===== config.mk =====
export PLATFORM = sky130hd
export DESIGN_NAME = brj_ctrl_flat
export DESIGN_NICKNAME = d
export VERILOG_FILES = /design/src/rtl/brj_ctrl_if.sv /design/src/rtl/brj_ctrl.sv /design/src/flat_wrapper.sv
export SDC_FILE = /design/constraint.sdc
export NUM_CORES = 1
export LEC_CHECK = 0
export CAP_MARGIN = 0
export CORE_UTILIZATION = 40
export CTS_CLUSTER_SIZE = 40
export DETAILED_ROUTE_END_ITERATION = 16
export HOLD_SLACK_MARGIN = 0.03
export PLACE_DENSITY = 0.95
export SETUP_SLACK_MARGIN = 0.4
export SYNTH_ARGS = -nofsm -noshare
export SYNTH_HDL_FRONTEND = slang
export SYNTH_SLANG_ARGS = --single-unit

===== constraint.sdc =====
create_clock -name clk -period 3.8 [get_ports clk]
set_clock_uncertainty 0.15 [all_clocks]
set_input_delay 0.76 -clock clk [delete_from_list [all_inputs] [get_ports clk]]
set_output_delay 0.76 -clock clk [all_outputs]
set_load 0.01 [all_outputs]

===== src/rtl/brj_ctrl_if.sv =====
// brj_ctrl_if: ID-stage branch/jump strobes, operand and fetch redirect bundle
interface brj_ctrl_if;
  logic        id_valid;
  logic        beqz, bnez, bltz, bgez, j, jr, jal, jalr;
  logic [15:0] rs;
  logic        rs_ready;
  logic [15:0] target_imm;
  logic [15:0] target_reg;
  logic        ex_stall;
  logic        fetch_ack;
  logic        stall_id;
  logic        redirect_valid;
  logic [15:0] redirect_pc;
  logic        flush_if;
  logic        link_we;
  logic        wait_err;
  logic [15:0] brj_cnt;
  logic [15:0] taken_cnt;
  modport master (
    output id_valid, beqz, bnez, bltz, bgez, j, jr, jal, jalr, rs, rs_ready,
           target_imm, target_reg, ex_stall, fetch_ack,
    input  stall_id, redirect_valid, redirect_pc, flush_if, link_we, wait_err,
           brj_cnt, taken_cnt
  );
  modport slave (
    input  id_valid, beqz, bnez, bltz, bgez, j, jr, jal, jalr, rs, rs_ready,
           target_imm, target_reg, ex_stall, fetch_ack,
    output stall_id, redirect_valid, redirect_pc, flush_if, link_we, wait_err,
           brj_cnt, taken_cnt
  );
endinterface


===== src/rtl/brj_ctrl.sv =====
// brj_ctrl: ID-stage branch/jump resolver with held fetch redirect; BRJ_STATS_EN enables brj_cnt/taken_cnt
module brj_ctrl #(
  parameter int RS_WAIT_MAX = 15
) (
  input logic       clk,
  input logic       rst,
  brj_ctrl_if.slave b
);
  typedef enum logic [1:0] {IDLE, WAIT_RS, REDIRECT} st_t;
  st_t         st_q, st_d;
  logic [7:0]  cnt_q, cnt_d;
  logic [15:0] pc_q, pc_d;
  logic        err_q, err_d;
  logic        brj, needs_rs, zero, neg, taken, qual, decide, stall;
  logic [15:0] tgt;
  assign brj      = b.beqz | b.bnez | b.bltz | b.bgez | b.j | b.jr | b.jal | b.jalr;
  assign needs_rs = b.beqz | b.bnez | b.bltz | b.bgez | b.jr | b.jalr;
  assign zero     = b.rs == 16'h0000;
  assign neg      = b.rs[15];
  assign taken    = (b.jalr | b.jr | b.jal | b.j) ? 1'b1 :
                    b.bgez ? ~neg : b.bltz ? neg : b.bnez ? ~zero : zero;
  assign tgt      = (b.jalr | b.jr) ? b.target_reg : b.target_imm;
  assign qual     = b.id_valid & brj & ~b.ex_stall;
  // next state, wait counting and decision-cycle strobes
  always_comb begin
    st_d   = st_q;
    cnt_d  = cnt_q;
    pc_d   = pc_q;
    err_d  = err_q;
    decide = 1'b0;
    stall  = 1'b0;
    case (st_q)
      IDLE: begin
        if (qual && needs_rs && !b.rs_ready) begin
          st_d  = WAIT_RS;
          cnt_d = 8'd0;
          stall = 1'b1;
        end else decide = qual;
      end
      WAIT_RS: begin
        cnt_d = (cnt_q == 8'hFF) ? cnt_q : cnt_q + 8'd1;
        if (!b.id_valid) st_d = IDLE;
        else if (b.rs_ready && !b.ex_stall) decide = 1'b1;
        else begin
          stall = 1'b1;
          err_d = err_q | (cnt_q >= 8'(RS_WAIT_MAX));
        end
      end
      REDIRECT: begin
        stall = 1'b1;
        if (b.fetch_ack) st_d = IDLE;
      end
      default: st_d = IDLE;
    endcase
    if (decide) begin
      st_d = taken ? REDIRECT : IDLE;
      pc_d = taken ? {tgt[15:1], 1'b0} : pc_q;
    end
  end
  // state, held redirect target and sticky wait error
  always_ff @(posedge clk or negedge rst) begin
    if (!rst) begin
      st_q  <= IDLE;
      cnt_q <= 8'd0;
      pc_q  <= 16'h0000;
      err_q <= 1'b0;
    end else begin
      st_q  <= st_d;
      cnt_q <= cnt_d;
      pc_q  <= pc_d;
      err_q <= err_d;
    end
  end
  assign b.stall_id       = stall;
  assign b.redirect_valid = st_q == REDIRECT;
  assign b.flush_if       = st_q == REDIRECT;
  assign b.redirect_pc    = pc_q;
  assign b.link_we        = decide & (b.jalr | (b.jal & ~b.jr));
  assign b.wait_err       = err_q;
`ifdef BRJ_STATS_EN
  logic [15:0] bc_q, bc_d, tc_q, tc_d;
  assign bc_d = decide ? bc_q + 16'd1 : bc_q;
  assign tc_d = (decide & taken) ? tc_q + 16'd1 : tc_q;
  // resolved and taken counters, wrapping
  always_ff @(posedge clk or negedge rst) begin
    if (!rst) begin
      bc_q <= 16'h0000;
      tc_q <= 16'h0000;
    end else begin
      bc_q <= bc_d;
      tc_q <= tc_d;
    end
  end
  assign b.brj_cnt   = bc_q;
  assign b.taken_cnt = tc_q;
`else
  assign b.brj_cnt   = 16'h0000;
  assign b.taken_cnt = 16'h0000;
`endif
endmodule


===== src/flat_wrapper.sv =====
// flat-port wrapper written by rule: the top's interface ports become plain ports
module brj_ctrl_flat 
#(
  parameter int RS_WAIT_MAX = 15
)
  (clk, rst, b_id_valid, b_beqz, b_bnez, b_bltz, b_bgez, b_j, b_jr, b_jal, b_jalr, b_rs, b_rs_ready, b_target_imm, b_target_reg, b_ex_stall, b_fetch_ack, b_stall_id, b_redirect_valid, b_redirect_pc, b_flush_if, b_link_we, b_wait_err, b_brj_cnt, b_taken_cnt);
  brj_ctrl_if b_i ();
  input logic clk;
  input logic rst;
  input wire logic [$bits(b_i.id_valid)-1:0] b_id_valid;
  input wire logic [$bits(b_i.beqz)-1:0] b_beqz;
  input wire logic [$bits(b_i.bnez)-1:0] b_bnez;
  input wire logic [$bits(b_i.bltz)-1:0] b_bltz;
  input wire logic [$bits(b_i.bgez)-1:0] b_bgez;
  input wire logic [$bits(b_i.j)-1:0] b_j;
  input wire logic [$bits(b_i.jr)-1:0] b_jr;
  input wire logic [$bits(b_i.jal)-1:0] b_jal;
  input wire logic [$bits(b_i.jalr)-1:0] b_jalr;
  input wire logic [$bits(b_i.rs)-1:0] b_rs;
  input wire logic [$bits(b_i.rs_ready)-1:0] b_rs_ready;
  input wire logic [$bits(b_i.target_imm)-1:0] b_target_imm;
  input wire logic [$bits(b_i.target_reg)-1:0] b_target_reg;
  input wire logic [$bits(b_i.ex_stall)-1:0] b_ex_stall;
  input wire logic [$bits(b_i.fetch_ack)-1:0] b_fetch_ack;
  output wire logic [$bits(b_i.stall_id)-1:0] b_stall_id;
  output wire logic [$bits(b_i.redirect_valid)-1:0] b_redirect_valid;
  output wire logic [$bits(b_i.redirect_pc)-1:0] b_redirect_pc;
  output wire logic [$bits(b_i.flush_if)-1:0] b_flush_if;
  output wire logic [$bits(b_i.link_we)-1:0] b_link_we;
  output wire logic [$bits(b_i.wait_err)-1:0] b_wait_err;
  output wire logic [$bits(b_i.brj_cnt)-1:0] b_brj_cnt;
  output wire logic [$bits(b_i.taken_cnt)-1:0] b_taken_cnt;
  assign b_i.id_valid = b_id_valid;
  assign b_i.beqz = b_beqz;
  assign b_i.bnez = b_bnez;
  assign b_i.bltz = b_bltz;
  assign b_i.bgez = b_bgez;
  assign b_i.j = b_j;
  assign b_i.jr = b_jr;
  assign b_i.jal = b_jal;
  assign b_i.jalr = b_jalr;
  assign b_i.rs = b_rs;
  assign b_i.rs_ready = b_rs_ready;
  assign b_i.target_imm = b_target_imm;
  assign b_i.target_reg = b_target_reg;
  assign b_i.ex_stall = b_ex_stall;
  assign b_i.fetch_ack = b_fetch_ack;
  assign b_stall_id = b_i.stall_id;
  assign b_redirect_valid = b_i.redirect_valid;
  assign b_redirect_pc = b_i.redirect_pc;
  assign b_flush_if = b_i.flush_if;
  assign b_link_we = b_i.link_we;
  assign b_wait_err = b_i.wait_err;
  assign b_brj_cnt = b_i.brj_cnt;
  assign b_taken_cnt = b_i.taken_cnt;
  brj_ctrl #(.RS_WAIT_MAX(RS_WAIT_MAX)) u_core (.clk(clk), .rst(rst), .b(b_i));
endmodule

Word-level counts from Yosys, hierarchy flattened --
Cells that the tools add are included. W data, S select, Z words.
Storage, ports and cells: flip-flop bits (word level) 26, word-level logic and storage cells 71, bits of input ports 62, output and inout port bits 53
Operators by class: add/sub/neg operators 1, reductions and logical operators 12, $lt $le $gt $ge 1, equality and inequality tests 8, muxes and demuxes 22, bitwise logic cells 23
Operators with widths (number):
- $logic_not A16 Y1 | 1
- $mux W16 | 1
- $mux W8 | 2
- $pmux W8 S2 | 1
- $or A1 B1 Y1 | 14
- $mux W1 | 10
- $mux W2 | 5
- $reduce_and A3 Y1 | 3
- $add A8 B1 Y8 const B | 1
- $eq A8 B8 Y1 const B | 1
- $ge A8 B4 Y1 const B | 1
- $ne A3 B2 Y1 const B | 2
- $pmux W2 S3 | 1
- $not A1 Y1 | 5
- $and A1 B1 Y1 | 4
- $logic_and A1 B1 Y1 | 3
- $ne A3 B1 Y1 const B | 1
- $pmux W1 S3 | 1
- $eq A2 B1 Y1 const B | 1
- $eq A2 B2 Y1 const B | 1
- $logic_not A1 Y1 | 2
- $logic_not A2 Y1 | 1
- $ne A2 B1 Y1 const B | 1
- $ne A2 B2 Y1 const B | 1
- other kinds (3) | 3

Depth between registers and ports, before layout --
Gate-level depths: netlist of the first run.
depth after elaboration 15, mapped depth 6, gate-level depth less buffers 6

Worst setup path before layout of the first run --
Ideal clock, no wire load.
path type input-to-output, start input port b_beqz, end output port b_link_we, arrival 1.676 ns, stages on the path 4, required time 2.890 ns, path buffers 0, setup slack 1.214 ns, path through nor4_2 > a21o_1 > a32oi_2 > nor2_1
On the way: cells in the longest elaborated chain, start to end 14, elaborated cells between the ends (all ways) 16, those cells by class 2 x mux; 12 x bitwise; 2 x reduce/logical
Ends and longest elaborated chain:
- start: declaration | RTL line flat_wrapper.sv:11 | input wire logic [$bits(b_i.beqz)-1:0] b_beqz;
- $or A1 B1 Y1 (*) (3 in series) | RTL line brj_ctrl.sv:16, brj_ctrl.sv:17
- $or A1 B1 Y1 (4 in series) | RTL line brj_ctrl.sv:16 | assign brj = b.beqz | b.bnez | b.bltz | b.bgez | b.j | b.jr | b.jal | b.jalr;
- $and A1 B1 Y1 (2 in series) | RTL line brj_ctrl.sv:23 | assign qual = b.id_valid & brj & ~b.ex_stall;
- $logic_and A1 B1 Y1 (2 in series) | RTL line brj_ctrl.sv:34 | if (qual && needs_rs && !b.rs_ready) begin
- $mux W1 (*) | RTL line brj_ctrl.sv:34
- $pmux W1 S2 (*) | RTL line brj_ctrl.sv:32 | case (st_q)
- $and A1 B1 Y1 (*) | RTL line brj_ctrl.sv:78 | assign b.link_we = decide & (b.jalr | (b.jal & ~b.jr));
- end: declaration | RTL line flat_wrapper.sv:29 | output wire logic [$bits(b_i.link_we)-1:0] b_link_we;
Mark *: on every way between the ends. The rest lies on a longest branch, timed or not.

Worst setup path in the final report of the first run --
start input port b_bnez, end output port b_link_we
On the way: cells in the longest elaborated chain, start to end 14, elaborated cells between the ends (all ways) 16, those cells by class 2 x mux; 12 x bitwise; 2 x reduce/logical
Ends and longest elaborated chain:
- start: declaration | RTL line flat_wrapper.sv:12 | input wire logic [$bits(b_i.bnez)-1:0] b_bnez;
- $or A1 B1 Y1 (*) (3 in series) | RTL line brj_ctrl.sv:16, brj_ctrl.sv:17
- $or A1 B1 Y1 (4 in series) | RTL line brj_ctrl.sv:16
- $and A1 B1 Y1 (2 in series) | RTL line brj_ctrl.sv:23
- $logic_and A1 B1 Y1 (2 in series) | RTL line brj_ctrl.sv:34
- $mux W1 (*) | RTL line brj_ctrl.sv:34
- $pmux W1 S2 (*) | RTL line brj_ctrl.sv:32
- $and A1 B1 Y1 (*) | RTL line brj_ctrl.sv:78
Marks and branches as above.

==> flow_summary.yaml, run 1 <==
placed_design:
  gp_congestion: 0.847
  hpwlAfterDp_mm: 3.14
  dp_slack_ns: 0.181
  portBuffers: 79
  placed_cell_area_um2: 2540
pwr:
  ir_drop_v: 0.000254
  powerDensity_nw_per_um2: 399
  p_leak_nw: 1.12
  totalPowerFinal_mw: 1.05
yosys:
  synthArstFlopShare: 1.00
  synth_top_family_by_area: "multiplexers"
  synth_ff_type: "dfrtp_1"
  yosysUniqueCellTypes: 42
  synthCells: 166
  yosys.area_share.adder: 0.00694
  synth_simple_gate_area_frac: 0.133
  syn_area_per_cell_um2: 10.9
  netlist_area_um2: 1800
  synth_edf_count: 0
  synth_xor_area_frac: 0.0194
  synth.area.top_cells: "dfrtp_1, buf_4, mux2_2, mux2_4, nor2_1"
  yosys.area.top_type: "dfrtp_1"
  synth_mux_area_frac: 0.212
  yosysSeqAreaShare: 0.361
  synth_compound_area_frac: 0.103
  synth_top_area_frac: 0.361
  synth-seq-cells: 26
  ys.warnings.count: 0
worst_hold_path:
  holdPathStages: 1
  hp-class: "reg2reg"
global_route:
  grt_pass1_wl_mm: 6.95
  antenna_found_initial: 0
  use_met3: 0.0424
  grtUsageTotal: 0.181
  met2_usage: 0.301
  top_usage_layer: "met2"
  grt_pass1_vias: 1506
  grt_start_max_net_pins: 27
  grt_use_met1: 0.219
  grt_remaining_overflow: 0
route:
  drt-vias-per-instance: 4.77
  drt_iter0_drc: 58
  avgRoutedWirePerCell_um: 13.5
  drc_errors: 0
  routed_wirelength_mm: 4.08
  vias: 1445
  ant_nets: 0
  firstDrtPassIters: 4
timing:
  timing.final.ws_setup_ns: 0.519
  hold_viol: 0
  min_period_ns: 3.28
  fmax_ghz: 0.305
  setup_viol: 0
  setup_tns_ns: 0
  slew_violations: 0
  hold_ws_ns: 0.329
  period_share: 0.863
  grt_setup_unrepaired: "no"
worst_setup_path:
  crit_fanout: 3
  start_kind: "input port"
  critPathKind: "in2out"
  reg2reg_to: "u_core.b.redirect_pc[2]"
  critPathCapture: "b_link_we"
  reg2regPathDepth: 7
  cp.arrival_ns: 2.37
  path_cells: "clkdlybuf4s50_1, nor4_4, buf_4, a21oi_2, a32oi_2, nor2_1, dlygate4sd2_1"
  r2r_start: "u_core.st_q[0]"
  r2r_slack_ns: 1.35
  cp_data_required_time_ns: 2.89
  startpoint: "b_bnez"
  critical_path.endpoint_type: "output pin"
  cp_slowest_cell: "clkdlybuf4s50_1"
  max_stage_delay_ns: 0.47
clock_network:
  cts_num_sinks: 26
  cts_buffer_depth: 2
  clk_latency_ns: 0.27
  cts_root_buf: "clkbuf_8"
  cts_buffers: 3
  holdBufCountCts: 0
  cts_htree_levels: 1
  path_clk_slew_ns: 0.09
  cts_tree: "yes"
floorplan:
  initial_core_util: 0.414
  die-area_um2: 4780
  io_pins: 115
  die_x_um: 69.1
  num_rows: 24
  die_y_um: 69.1
  core_um2: 4350
finish:
  n_antenna_cell: 0
  nets: 315
  area_growth_syn_to_layout_pct: 45.8
  layout-drive-gt1-share: 0.203
  stdcell_area_um2: 2630
run:
  maxCapViolations: 0
outcome:
  status: "finished, final reports clean"
per-stage QoR:
stage / std cells / util
finish: 303 / 0.604
global route: 303 / 0.604
CTS: 302 / 0.602
detailed placement: 298 / 0.583
global placement: 298 / 0.583
floorplan: 198 / -
area by class of cell:
class | instances | area [um2]
Clock buffer | 3 | 41.3
Clock inverter | 1 | 30.0
Fill cell | 333 | 1730
Inverter | 4 | 15.0
Multi-Input combinational cell | 132 | 996
Sequential cell | 26 | 651
Tap cell | 52 | 65.1
Timing Repair Buffer | 85 | 831
flip-flops by register name (all words and copies together), names as in the netlist:
signal / flops
u_core.b.wait_err: 1
u_core.st_q: 2
u_core.cnt_q: 8
u_core.b.redirect_pc: 15
how the worst min path moves through the flow:
stage / from / end / slack (ns)
2_1_floorplan: rst / u_core.b.redirect_pc[10] / 0.31
3_3_place_gp: u_core.b.wait_err / u_core.b.wait_err / 0.31
3_5_place_dp: u_core.b.wait_err / u_core.b.wait_err / 0.31
4_1_cts: u_core.b.wait_err / u_core.b.wait_err / 0.33
5_1_grt: u_core.b.wait_err / u_core.b.wait_err / 0.35
6_report: u_core.b.wait_err / u_core.b.wait_err / 0.33
metal layers:
metal | part of all wire | vias up
met3 | 0.067 | 14
met1 | 0.42 | 667
li1 | - | 693
met4 | 0.024 | 0
met5 | 0 | -
met2 | 0.49 | 71
worst max-delay path, delay by kind of cell:
kind	cells	cell delay, ns
buffers and inverters	3	0.94
AOI/OAI and AO/OA	2	0.24
and+or+nand+nor	2	0.43
power breakdown:
part	total, mW	internal [mW]	switching, mW
clock	0.229	0.141	0.0881
combinational	0.416	0.265	0.152
sequential	0.404	0.354	0.0506
cell usage in the layout (no fill, tap or decap), drive strengths merged, types with 5 or more instances in the layout:
cell,instances
a21oi,6
clkdlybuf4s50,75
dfrtp,26
o21ai,5
nand2,6
mux2,31
buf,6
nor2,9
nor4,7
conb,33
Yosys cell counts (2+ instances only):
library cell,n
a211o_1,2
a21oi_1,4
a21oi_2,2
buf_4,34
dfrtp_1,26
inv_1,4
mux2_2,22
mux2_4,9
nand2_1,6
nand3_1,2
nand3b_1,2
nand4_1,3
nor2_1,9
nor2b_1,2
nor4_1,5
nor4_2,2
o21ai_0,5
xnor2_1,3
cell families (layout without fill, tap and decap cells):
group,Yosys count,after routing
compound gates,23,23
xor+xnor,4,4
fa+ha+maj,1,1
buf+inv,40,93
flops,26,26
mux,31,31
other cells,1,33
simple gates,40,40
what timing repair did:
| action | in CTS | in global routing |
|---|---|---|
| pin swaps | 1 | 1 |
| buffers inserted | 0 | 1 |
| gates resized for setup | 6 | 0 |
| endpoints found under the setup margin | 2 | 1 |
| hold endpoints to repair | 0 | 0 |
Note: power is estimated with default switching activity, not from simulation.
==> inputs of run 2 (changes only) <==
Settings changed: CTS_CLUSTER_DIAMETER set to 40, GPL_ROUTABILITY_DRIVEN set to 0.
==> results of run 2 <==
Final layout, timing and power as in run 1 (identical DEF).
